File: src/rtl/soc_mem_pkg.sv
// Shared types and helpers for the CV32E40P shared-memory arbiter.
// Response-source encoding, request bundle and address-window check.
package soc_mem_pkg;

    typedef enum logic [1:0] {SRC_NONE, SRC_INSTR, SRC_DATA} src_e;

    typedef struct packed {
        logic        we;
        logic [3:0]  be;
        logic [31:0] addr;
        logic [31:0] wdata;
    } mem_req_t;

    localparam logic [31:0] MEM_ARB_ERR_RDATA = 32'h0;

    // Requester bit positions on the arbiter req/gnt vectors
    localparam int unsigned REQ_INSTR = 0;
    localparam int unsigned REQ_DATA  = 1;

    // Word-granular compare avoids overflow of base + 4*words at the top of the map
    function automatic logic in_window(input logic [31:0] addr,
                                       input logic [31:0] base,
                                       input int unsigned words);
        logic [31:0] offset;
        offset = addr - base;
        return (addr >= base) && ((offset >> 2) < words);
    endfunction

endpackage

File: src/rtl/cv32e_shared_mem_arbiter_if.sv
// CV32E40P instruction-fetch and LSU bus interfaces (OBI-style req/gnt/rvalid).
// The arbiter connects to both through their SLAVE modports.
interface CV32E_INST_INF;
    logic        instr_req;
    logic        instr_gnt;
    logic [31:0] instr_addr;
    logic        instr_rvalid;
    logic [31:0] instr_rdata;

    modport MASTER (output instr_req, instr_addr,
                    input  instr_gnt, instr_rvalid, instr_rdata);
    modport SLAVE  (input  instr_req, instr_addr,
                    output instr_gnt, instr_rvalid, instr_rdata);
endinterface

interface CV32E_DATA_INF;
    logic        data_req;
    logic        data_gnt;
    logic        data_we;
    logic [3:0]  data_be;
    logic [31:0] data_addr;
    logic [31:0] data_wdata;
    logic        data_rvalid;
    logic [31:0] data_rdata;

    modport MASTER (output data_req, data_we, data_be, data_addr, data_wdata,
                    input  data_gnt, data_rvalid, data_rdata);
    modport SLAVE  (input  data_req, data_we, data_be, data_addr, data_wdata,
                    output data_gnt, data_rvalid, data_rdata);
endinterface

File: src/rtl/mem_arb_rr2.sv
// Two-requester arbiter (bit 0 = instr, bit 1 = data). Define CV32E_MEM_ARB_RR_EN
// for round-robin on conflicts; otherwise fixed priority with data winning.
module mem_arb_rr2 (
    input  logic       clk,
    input  logic       rst,
    input  logic [1:0] req,
    output logic [1:0] gnt
);

    logic prio_data_q;
    logic prio_data_d;
    logic conflict;

    assign conflict = &req;

    always_comb begin
        gnt = req;
        if (conflict) begin
            gnt = prio_data_q ? 2'b10 : 2'b01;
        end
    end

    always_comb begin
`ifdef CV32E_MEM_ARB_RR_EN
        // Pointer only moves when both ports competed
        prio_data_d = conflict ? ~prio_data_q : prio_data_q;
`else
        prio_data_d = 1'b1;
`endif
    end

    always_ff @(posedge clk) begin
        if (rst) begin
            prio_data_q <= 1'b1;
        end else begin
            prio_data_q <= prio_data_d;
        end
    end

endmodule

File: src/rtl/cv32e_shared_mem_arbiter.sv
// Shares one 1-cycle-latency single-port SRAM between the CV32E40P fetch and LSU ports.
// Arbitration policy selected by CV32E_MEM_ARB_RR_EN (evaluated in mem_arb_rr2).
module cv32e_shared_mem_arbiter
    import soc_mem_pkg::*;
#(
    parameter logic [31:0] MEM_BASE  = 32'h0000_0000,
    parameter int unsigned MEM_WORDS = 8192,
    localparam int unsigned AW       = $clog2(MEM_WORDS)
) (
    input  logic                clk_i,
    input  logic                rst_i,
    CV32E_INST_INF.SLAVE        inst_if,
    CV32E_DATA_INF.SLAVE        data_if,
    output logic                mem_en_o,
    output logic                mem_we_o,
    output logic [AW-1:0]       mem_addr_o,
    output logic [3:0]          mem_be_o,
    output logic [31:0]         mem_wdata_o,
    input  logic [31:0]         mem_rdata_i
);

    logic [1:0]  req;
    logic [1:0]  gnt;
    mem_req_t    sel;
    logic        sel_in_win;
    logic [31:0] offset;
    src_e        src_q;
    logic        rd_q;
    logic [31:0] rsp_rdata;

    // Requests are masked during reset so no grant or SRAM strobe leaks out
    assign req = {data_if.data_req, inst_if.instr_req} & {2{~rst_i}};

    mem_arb_rr2 u_arb (
        .clk (clk_i),
        .rst (rst_i),
        .req (req),
        .gnt (gnt)
    );

    assign inst_if.instr_gnt = gnt[REQ_INSTR];
    assign data_if.data_gnt  = gnt[REQ_DATA];

    always_comb begin
        sel.we    = 1'b0;
        sel.be    = 4'hF;
        sel.addr  = inst_if.instr_addr;
        sel.wdata = '0;
        if (gnt[REQ_DATA]) begin
            sel.we    = data_if.data_we;
            sel.be    = data_if.data_be;
            sel.addr  = data_if.data_addr;
            sel.wdata = data_if.data_wdata;
        end
    end

    always_comb begin
        sel_in_win  = in_window(sel.addr, MEM_BASE, MEM_WORDS);
        offset      = sel.addr - MEM_BASE;
        mem_en_o    = (|gnt) & sel_in_win;
        mem_we_o    = sel.we;
        mem_addr_o  = AW'(offset >> 2);
        mem_be_o    = sel.be;
        mem_wdata_o = sel.wdata;
    end

    always_ff @(posedge clk_i) begin
        if (rst_i) begin
            src_q <= SRC_NONE;
            rd_q  <= 1'b0;
        end else begin
            if (gnt[REQ_DATA]) begin
                src_q <= SRC_DATA;
            end else if (gnt[REQ_INSTR]) begin
                src_q <= SRC_INSTR;
            end else begin
                src_q <= SRC_NONE;
            end
            rd_q <= mem_en_o & ~mem_we_o;
        end
    end

    // Writes and out-of-window accesses return the fixed error word, never stale SRAM data
    assign rsp_rdata = rd_q ? mem_rdata_i : MEM_ARB_ERR_RDATA;

    always_comb begin
        inst_if.instr_rvalid = (src_q == SRC_INSTR) & ~rst_i;
        data_if.data_rvalid  = (src_q == SRC_DATA) & ~rst_i;
        inst_if.instr_rdata  = inst_if.instr_rvalid ? rsp_rdata : '0;
        data_if.data_rdata   = data_if.data_rvalid ? rsp_rdata : '0;
    end

endmodule

File: src/flat_wrapper.sv
// flat-port wrapper written by rule: the top's interface ports become plain ports
module cv32e_shared_mem_arbiter_flat import soc_mem_pkg::*;
#(
    parameter logic [31:0] MEM_BASE  = 32'h0000_0000,
    parameter int unsigned MEM_WORDS = 8192,
    localparam int unsigned AW       = $clog2(MEM_WORDS)
)
  (clk_i, rst_i, mem_en_o, mem_we_o, mem_addr_o, mem_be_o, mem_wdata_o, mem_rdata_i, inst_if_instr_req, inst_if_instr_addr, inst_if_instr_gnt, inst_if_instr_rvalid, inst_if_instr_rdata, data_if_data_req, data_if_data_we, data_if_data_be, data_if_data_addr, data_if_data_wdata, data_if_data_gnt, data_if_data_rvalid, data_if_data_rdata);
  CV32E_INST_INF inst_if_i ();
  CV32E_DATA_INF data_if_i ();
  input  logic clk_i;
  input  logic rst_i;
  output logic mem_en_o;
  output logic mem_we_o;
  output logic [AW-1:0] mem_addr_o;
  output logic [3:0] mem_be_o;
  output logic [31:0] mem_wdata_o;
  input  logic [31:0] mem_rdata_i;
  input wire logic [$bits(inst_if_i.instr_req)-1:0] inst_if_instr_req;
  input wire logic [$bits(inst_if_i.instr_addr)-1:0] inst_if_instr_addr;
  output wire logic [$bits(inst_if_i.instr_gnt)-1:0] inst_if_instr_gnt;
  output wire logic [$bits(inst_if_i.instr_rvalid)-1:0] inst_if_instr_rvalid;
  output wire logic [$bits(inst_if_i.instr_rdata)-1:0] inst_if_instr_rdata;
  input wire logic [$bits(data_if_i.data_req)-1:0] data_if_data_req;
  input wire logic [$bits(data_if_i.data_we)-1:0] data_if_data_we;
  input wire logic [$bits(data_if_i.data_be)-1:0] data_if_data_be;
  input wire logic [$bits(data_if_i.data_addr)-1:0] data_if_data_addr;
  input wire logic [$bits(data_if_i.data_wdata)-1:0] data_if_data_wdata;
  output wire logic [$bits(data_if_i.data_gnt)-1:0] data_if_data_gnt;
  output wire logic [$bits(data_if_i.data_rvalid)-1:0] data_if_data_rvalid;
  output wire logic [$bits(data_if_i.data_rdata)-1:0] data_if_data_rdata;
  assign inst_if_i.instr_req = inst_if_instr_req;
  assign inst_if_i.instr_addr = inst_if_instr_addr;
  assign inst_if_instr_gnt = inst_if_i.instr_gnt;
  assign inst_if_instr_rvalid = inst_if_i.instr_rvalid;
  assign inst_if_instr_rdata = inst_if_i.instr_rdata;
  assign data_if_i.data_req = data_if_data_req;
  assign data_if_i.data_we = data_if_data_we;
  assign data_if_i.data_be = data_if_data_be;
  assign data_if_i.data_addr = data_if_data_addr;
  assign data_if_i.data_wdata = data_if_data_wdata;
  assign data_if_data_gnt = data_if_i.data_gnt;
  assign data_if_data_rvalid = data_if_i.data_rvalid;
  assign data_if_data_rdata = data_if_i.data_rdata;
  cv32e_shared_mem_arbiter #(.MEM_BASE(MEM_BASE), .MEM_WORDS(MEM_WORDS)) u_core (.clk_i(clk_i), .rst_i(rst_i), .inst_if(inst_if_i), .data_if(data_if_i), .mem_en_o(mem_en_o), .mem_we_o(mem_we_o), .mem_addr_o(mem_addr_o), .mem_be_o(mem_be_o), .mem_wdata_o(mem_wdata_o), .mem_rdata_i(mem_rdata_i));
endmodule
File: config.mk
export PLATFORM = sky130hd
export DESIGN_NAME = cv32e_shared_mem_arbiter_flat
export DESIGN_NICKNAME = d
export VERILOG_FILES = /design/src/rtl/soc_mem_pkg.sv /design/src/rtl/cv32e_shared_mem_arbiter_if.sv /design/src/rtl/mem_arb_rr2.sv /design/src/rtl/cv32e_shared_mem_arbiter.sv /design/src/flat_wrapper.sv
export SDC_FILE = /design/constraint.sdc
export NUM_CORES = 1
export LEC_CHECK = 0
export CORE_AREA = 2 2 100 102
export DETAILED_ROUTE_END_ITERATION = 10
export DIE_AREA = 0 0 102 104
export DONT_BUFFER_PORTS = 1
export PLACE_DENSITY_LB_ADDON = 0.3
export SLEW_MARGIN = 20
export SYNTH_ARGS = -nofsm -noshare
export SYNTH_HDL_FRONTEND = slang
export SYNTH_HIERARCHICAL = 1
export SYNTH_SLANG_ARGS = --single-unit
File: constraint.sdc
create_clock -name clk_i -period 2 [get_ports clk_i]
set_clock_uncertainty 0.1 [all_clocks]
set_input_delay 0.4 -clock clk_i [delete_from_list [all_inputs] [get_ports clk_i]]
set_output_delay 0.4 -clock clk_i [all_outputs]
set_load 0.005 [all_outputs]
==> impl_metrics.ini, run 1 <==
[global_route]
grt_usage_pct = 8.23
grt_pass1_wl_um = 6530
grt_pass1_vias = 1137
overflow = 0
grt_max_degree = 34
antenna_found_initial = 0

[cells_and_area]
areaGrowthSynthToFinish_pct = 28.0
final_cell_mix = 66 x nor2_1, 33 x nand2_1, 33 x and2_1, 15 x buf_4, 13 x mux2_2
num_antenna_cells = 0
nets = 335
fin_cells = 330
layout-drive-gt1-share_pct = 20.3
final_common_cell = nor2_1

[routing]
met1_length_um = 1930
drtAntennaViolNets = 0
wl_met3_um = 669
vias = 1353
drc_errors = 0
wl_per_cell_um = 15.8
drtIter0Drc = 56
wirelength_um = 5210
top_layer_used = met4
via_per_inst = 4.10
wl_met2_um = 2580
drtPass1Iterations = 4

[worst_setup_path]
cpLargestDelayFamily = simple AND/OR/NAND/NOR gates
path_depth = 5
required_ns = 1.50
crit_buf_inv = 1
end_kind = output port
cp-start-kind = input pin
cp_cell_sequence = nor2b_4, buf_4, nor4b_4, nand3_2, a211oi_2
critical-path-slowest-cell = a211oi_2
crit_arrival_ns = 1.41
cp_max_fo = 6
critical_path_class = input pin to output port
critical-path-max-stage-delay_ns = 0.29

[clock_tree]
cts_hold_buffers = 0
clock_sinks = 3
cts_tree = done
clockBufferDepth = 2
htreeDepth = 1
ctsRootBufferMaster = clkbuf_8
clkTransAtPathRegs_ns = 0.03
cts_buffers = 3

[sta]
fin_crit_sh_pct = 95.6
drv_slew = 0
fin_setup_tns_ns = 0
relSlewSlack_pct = 77.1
final-setup-viol-count = 0
rsz0062_at_grt = false
max_freq_mhz = 523
tightestPinTransition_ns = 0.344
min_period_ns = 1.91
hold_viol = 0

[logic_synthesis]
netlist_instances = 193
synth_cell_types = 25
netlist_area_um2 = 1070
syn_area_per_cell_um2 = 5.56
yosysWarnings = 6
synth_nets = 330
ys_ff_latch = 3
seq_area_frac_synth_pct = 5.60

[die]
fp.dieW_um = 102
die_h_um = 104
core_area_um2 = 9550
dieArea_um2 = 10600
ios = 256
row_count = 36
initial_core_util_pct = 11.2

[min_path]
hp-start = rst_i
hold_class = input pin to flop
min_to = u_core/src_q[1]
hold_depth = 1

[placed_design]
gp_congestion = 0.812
port_buffers = 0
place_hpwl_um = 4550
dp.cells = 326

[outcome]
status = completed

[power_and_ir_drop]
peakVddDrop_mv = 0.155
powerDensity_nw_per_um2 = 260
leakagePower_nw = 0.383

[flow_run]
cap_violations = 0
## through the flow
stage	hold slack (ns)	worst slack [ns]	power, mW	cell area [µm²]	utilization (%)
floorplan	0.372	0.0293	0.154	1070	-
global placement	0.375	0.0543	0.185	1320	13.8
detailed placement	0.375	0.0525	0.188	1320	13.8
CTS	0.146	0.0524	0.370	1370	14.3
global route	0.145	0.0348	0.386	1370	14.4
finish	0.156	0.0884	0.358	1370	14.4
## cell usage after synthesis, drive strengths merged
| library cell | count | share of area [%] |
|---|---|---|
| or2 | 1 | 0.58 |
| a21oi | 1 | 0.47 |
| nor4b | 2 | 3.0 |
| nor3 | 1 | 0.47 |
| inv | 2 | 0.70 |
| a211oi | 1 | 0.70 |
| nor4 | 6 | 4.1 |
| or3b | 1 | 0.82 |
| mux2 | 13 | 14 |
| nor3b | 1 | 0.70 |
| and2 | 33 | 19 |
| a21boi | 1 | 0.70 |
| dfxtp | 3 | 5.6 |
| a2111oi | 1 | 1.4 |
| nor2 | 66 | 23 |
| nand2 | 33 | 12 |
| nor2b | 4 | 2.3 |
| nand2b | 4 | 2.3 |
| nand3 | 2 | 1.4 |
| clkbuf | 12 | 4.2 |
| buf | 5 | 2.9 |
## how the worst max path moves through the flow
stage / start / endpoint / slack, ns
3_3_place_gp: data_if_data_req / mem_en_o / 0.05
5_1_grt: data_if_data_req / mem_en_o / 0.03
6_report: data_if_data_req / mem_en_o / 0.09
3_5_place_dp: data_if_data_req / mem_en_o / 0.05
2_1_floorplan: data_if_data_req / mem_addr_o[11] / 0.03
4_1_cts: data_if_data_req / mem_en_o / 0.05
## state kept, by name, summed over array words and instances (netlist names)
name and cells:
u_core/src_q 2, u_core/rd_q 1
## layout make-up
cell class                 instances  area (µm²)
tap                              133         166
clock buffer                       4        45.0
multi-input combinational        171         941
timing repair buffer              17         153
fill                            1097        8180
inverter                           2        7.51
sequential                         3        60.1
## timing repair
action | 4_1_cts | 5_1_grt
hold endpoints to repair | 0 | 0
endpoints found under the setup margin | 0 | 1
buffers inserted | 0 | 0
resized for setup | 0 | 1
## power breakdown
| part | internal (mW) | switching, mW | leakage (nW) |
|---|---|---|---|
| registers | 0.0618 | 0.000520 | 0.0244 |
| clock network | 0.136 | 0.0382 | 0.0228 |
| logic | 0.0579 | 0.0634 | 0.336 |
## routing by layer
metal | vias to the layer above | global-route usage [%]
met5 | - | 0
met4 | 0 | 1.71
met3 | 4 | 3.09
met2 | 144 | 15.4
met1 | 594 | 8.60
li1 | 611 | -
## logic make-up after synthesis
group	count (synthesis)	synth area share, %
and+or+nand+nor	154	69.7
muxes	13	13.7
DFF	3	5.60
AOI/OAI and AO/OA	4	3.27
buffers and inverters	19	7.82
No activity file was read; power rests on OpenSTA's default activity.
==> inputs of run 2 (changes only) <==
--- a/config.mk
+++ b/config.mk
@@ -10,6 +10,7 @@
 export DIE_AREA = 0 0 102 104
 export DONT_BUFFER_PORTS = 1
 export PLACE_DENSITY_LB_ADDON = 0.3
+export REMOVE_ABC_BUFFERS = 1
 export SLEW_MARGIN = 20
 export SYNTH_ARGS = -nofsm -noshare
 export SYNTH_HDL_FRONTEND = slang
==> run 2 against run 1 <==
Compared with the run above:
- sequential power is essentially flat
- non-clock buffer count fell by 3
- cell count fell by 0.30%
- global-route usage rose by 0.87 points
- hold slack better by 0.00061 ns
- combinational power about the same
- design area down 2.6%
- critical path depth unchanged
- clock power barely moved
==> impl_metrics.ini, run 2 (synthesized netlist as in run 1, its figures left out) <==
[worst_setup_path]
cp-start-kind = input pin
cp_max_fo = 6
crit_arrival_ns = 1.41
critical_path_class = input pin to output port
end_kind = output port
required_ns = 1.50

[routing]
via_per_inst = 4.10
wirelength_um = 5860
vias = 1349
drtPass1Iterations = 3
wl_per_cell_um = 17.8
drtAntennaViolNets = 0
drc_errors = 0
drtIter0Drc = 33

[sta]
tightestPinTransition_ns = 0.337
fin_crit_sh_pct = 95.5
min_period_ns = 1.91
fin_setup_tns_ns = 0
fin_ws_ns = 0.0910
max_freq_mhz = 524
hold_viol = 0
rsz0062_at_grt = false
relSlewSlack_pct = 77.6
drv_slew = 0
final-setup-viol-count = 0

[global_route]
grt_pass1_vias = 1197
overflow = 0
grt_max_degree = 36
grt_pass1_wl_um = 7210
antenna_found_initial = 2
grt_usage_pct = 9.10

[clock_tree]
cts_hold_buffers = 0
clkTransAtPathRegs_ns = 0.03
post-cts-setup-buffers = 0
clock_sinks = 3
clockBufferDepth = 2
htreeDepth = 1
cts_tree = done
ctsRootBufferMaster = clkbuf_8
cts_buffers = 3
cts-resized-gates = 0

[power_and_ir_drop]
powerDensity_nw_per_um2 = 269
peakVddDrop_mv = 0.131
finalPower_mw = 0.359
leakagePower_nw = 0.365

[die]
row_count = 36
core_area_um2 = 9550
dieArea_um2 = 10600
initial_core_util_pct = 11.2
die_h_um = 104
fp.dieW_um = 102
ios = 256

[placed_design]
place_ws_ns = 0.0771
port_buffers = 0
gp_congestion = 0.704
dpl_cell_area_um2 = 1290
place_hpwl_um = 5150

[cells_and_area]
post-route-util_pct = 14.0
regMostFlops = u_core/src_q
final_cell_mix = 66 x nor2_1, 33 x nand2_1, 33 x and2_1, 13 x buf_4, 13 x mux2_2
fin_area_um2 = 1340
reg_top3 = u_core/src_q (2), u_core/rd_q (1)
layout-drive-gt1-share_pct = 18.6
largest_reg_flops = 2
fill_cells = 1116
nets = 332
areaGrowthSynthToFinish_pct = 24.7
final_common_cell = nor2_1

[min_path]
hold_depth = 1
min_to = u_core/src_q[1]
hold_class = input pin to flop
hp-start = rst_i

[flow_run]
cap_violations = 0

[outcome]
status = completed
[run 2: critical path, cell delays in order]
cell	delay [ns]
nor2b_4	0.13
buf_4	0.14
nor4b_4	0.29
nand3_2	0.14
a211oi_1	0.31
[run 2: area by class of cell]
class	instances	area, µm²	share of cell area, %
Multi-Input combinational cell	171	936	70.0
Tap cell	133	166	12.4
Timing Repair Buffer	14	118	8.79
Sequential cell	3	60.1	4.49
Clock buffer	4	45.0	3.37
Inverter	2	7.51	0.561
Antenna cell	2	5.00	0.374
[run 2: how the worst max path moves through the flow]
| stage | start | endpoint | slack [ns] | cells past startpoint |
|---|---|---|---|---|
| 6_report | data_if_data_req | mem_en_o | 0.09 | 5 |
| 5_1_grt | data_if_data_req | mem_en_o | 0.02 | 5 |
| 4_1_cts | data_if_data_req | mem_en_o | 0.08 | 5 |
| 3_5_place_dp | data_if_data_req | mem_en_o | 0.08 | 5 |
| 3_3_place_gp | data_if_data_req | mem_en_o | 0.06 | 5 |
| 2_1_floorplan | rst_i | mem_en_o | -1.35 | 5 |
[run 2: metrics by stage]
| step | std cells | hold slack (ns) |
|---|---|---|
| detailed placement | 323 | 0.375 |
| CTS | 327 | 0.152 |
| global placement | 323 | 0.375 |
| global route | 328 | 0.154 |
| finish | 329 | 0.157 |
| floorplan | 176 | 0.372 |
[run 2: metal layers]
metal  up-vias  global-route usage, %  wire length [µm]
met1       584                   8.59              2060
met3         2                   3.63               781
li1        607                      -                 -
met2       156                   18.0              2950
met4         0                   1.71                65
met5         -                      0                 0
[run 2: where the power goes]
group	switching (mW)	internal (mW)	total (mW)
Clock	0.0376	0.136	0.173
Sequential	0.000541	0.0618	0.0623
Combinational	0.0695	0.0543	0.124
Total	0.108	0.252	0.359
==> inputs of run 3 (changes only) <==
==> constraint.sdc (replaced) <==
create_clock -name clk_i -period 2 [get_ports clk_i]
set_clock_uncertainty 0.1 [all_clocks]
set_input_delay 0.4 -clock clk_i [delete_from_list [all_inputs] [get_ports clk_i]]
set_output_delay 0.4 -clock clk_i [all_outputs]
set_load 0.1 [all_outputs]
==> run 3 against run 2 <==
Compared with the run above:
- the run now ends with negative setup slack left
- largest cell class is now non-clock buffers
- setup slack worse by 0.21 ns
- sequential cell count stayed put
- via count is 37% higher
- utilization is 29 points higher
- die area stayed put
- total power grew to 2.8 times the previous value
- maximum frequency is 9.9% lower
- first-iteration DRC count is 30% lower
- combinational power grew to 6.2 times the previous value
- sequential power is 0.8% higher
==> impl_metrics.ini, run 3 (synthesized netlist as in run 1, its figures left out) <==
[outcome]
status = finished, violations left
violations = negative setup slack

[sta]
hold_viol = 0
fin_ws_ns = -0.118
tightestPinTransition_ns = 0.347
final-setup-viol-count = 24
rsz0062_at_grt = true
relSlewSlack_pct = 76.9
min_period_ns = 2.12
fin_crit_sh_pct = 106
max_freq_mhz = 472
drv_slew = 0
fin_setup_tns_ns = -0.329

[global_route]
antenna_found_initial = 0
overflow = 0
grt_pass1_vias = 1929
grt_pass1_wl_um = 10600
grt_usage_pct = 12.6
grt_max_degree = 34

[cells_and_area]
largest_reg_flops = 2
final_cell_mix = 116 x buf_12, 33 x and2_1, 32 x nand2_1, 32 x nor2_2, 32 x nor2_4
num_antenna_cells = 0
fill_cells = 880
areaGrowthSynthToFinish_pct = 286
layout-drive-gt1-share_pct = 72.7
regMostFlops = u_core/src_q
nets = 457
reg_top3 = u_core/src_q (2), u_core/rd_q (1)
final_common_cell = buf_12
post-route-util_pct = 43.3

[min_path]
hold_depth = 1
hp-start = rst_i
hold_class = input pin to flop
min_to = u_core/src_q[1]

[die]
die_h_um = 104
core_area_um2 = 9550
initial_core_util_pct = 11.2
ios = 256
row_count = 36
fp.dieW_um = 102
dieArea_um2 = 10600

[worst_setup_path]
required_ns = 1.50
worstSetupStartpoint = data_if_data_req
crit_arrival_ns = 1.62
cp_max_fo = 4
end_kind = output port
cp-start-kind = input pin
critical_path_class = input pin to output port

[power_and_ir_drop]
swShare_pct = 54.6
seq_power_share_pct = 6.3
p_clk_share_pct = 17.3
p_sw_mw = 0.547
peakVddDrop_mv = 0.255
powerDensity_nw_per_um2 = 242
leakagePower_nw = 1.42
p_int_mw = 0.454
comb_power_share_pct = 76.4

[clock_tree]
cts_buffers = 3
cts_hold_buffers = 0
clockBufferDepth = 2
clock_sinks = 3
ctsRootBufferMaster = clkbuf_8
htreeDepth = 1
clkTransAtPathRegs_ns = 0.03
cts_tree = done

[routing]
drtIter0Drc = 23
drtPass1Iterations = 4
wl_per_cell_um = 16.5
wirelength_um = 7470
via_per_inst = 4.08
drtAntennaViolNets = 0
drc_errors = 0
vias = 1845

[placed_design]
port_buffers = 0
place_hpwl_um = 6290
gp_congestion = 0.823

[flow_run]
cap_violations = 0
-- run 3: area by class of cell --
type / instances / area (µm²) / area share [%]
Clock buffer: 4 / 45.0 / 1.09
Inverter: 2 / 7.51 / 0.181
Multi-Input combinational cell: 171 / 1280 / 31.0
Sequential cell: 3 / 62.6 / 1.51
Tap cell: 133 / 166 / 4.02
Timing Repair Buffer: 139 / 2580 / 62.2
-- run 3: timing repair --
item,4_1_cts,5_1_grt
pin swaps,3,2
resized for setup,21,20
endpoints found under the setup margin,34,33
buffers inserted,3,1
gates cloned,3,1
-- run 3: worst max-delay path by stage --
stage | to | slack, ns | cells after the start
finish | mem_en_o | -0.12 | 7
global route | mem_en_o | -0.18 | 7
CTS | mem_en_o | -0.13 | 7
detailed placement | mem_en_o | -0.24 | 7
global placement | mem_en_o | -0.19 | 7
floorplan | mem_en_o | -4.81 | 5
-- run 3: worst max-delay path, stage by stage --
cell      delay (ns)
nor2b_4         0.12
buf_6           0.13
nor2b_4         0.10
nor4b_4         0.23
nand3_2         0.15
a211oi_4        0.28
buf_12          0.21
-- run 3: metal layers --
metal	vias to the layer above	track usage [%]	share of wire [%]
met5	-	0	0
met4	0	2.00	1.0
met3	4	3.70	12
met2	156	25.1	54
met1	828	12.8	32
li1	857	-	-
-- run 3: power groups by stage --
stage	clock (mW)	sequential (mW)	combinational, mW
2_1_floorplan	0	0.0630	0.472
3_3_place_gp	0	0.0632	0.745
3_5_place_dp	0	0.0633	0.748
4_1_cts	0.179	0.0626	0.766
5_1_grt	0.184	0.0629	0.781
6_report	0.173	0.0628	0.764
-- run 3: metrics by stage --
stage          worst slack [ns]  hold WS, ns  instance area, µm²  power (mW)  instances
2_1_floorplan             -4.81        0.372                 996       0.535        176
3_3_place_gp             -0.192        0.374                3780       0.808        440
3_5_place_dp             -0.244        0.379                3780       0.811        440
4_1_cts                  -0.133        0.156                4040        1.01        450
5_1_grt                  -0.180        0.155                4140        1.03        452
6_report                 -0.118        0.154                4140        1.00        452
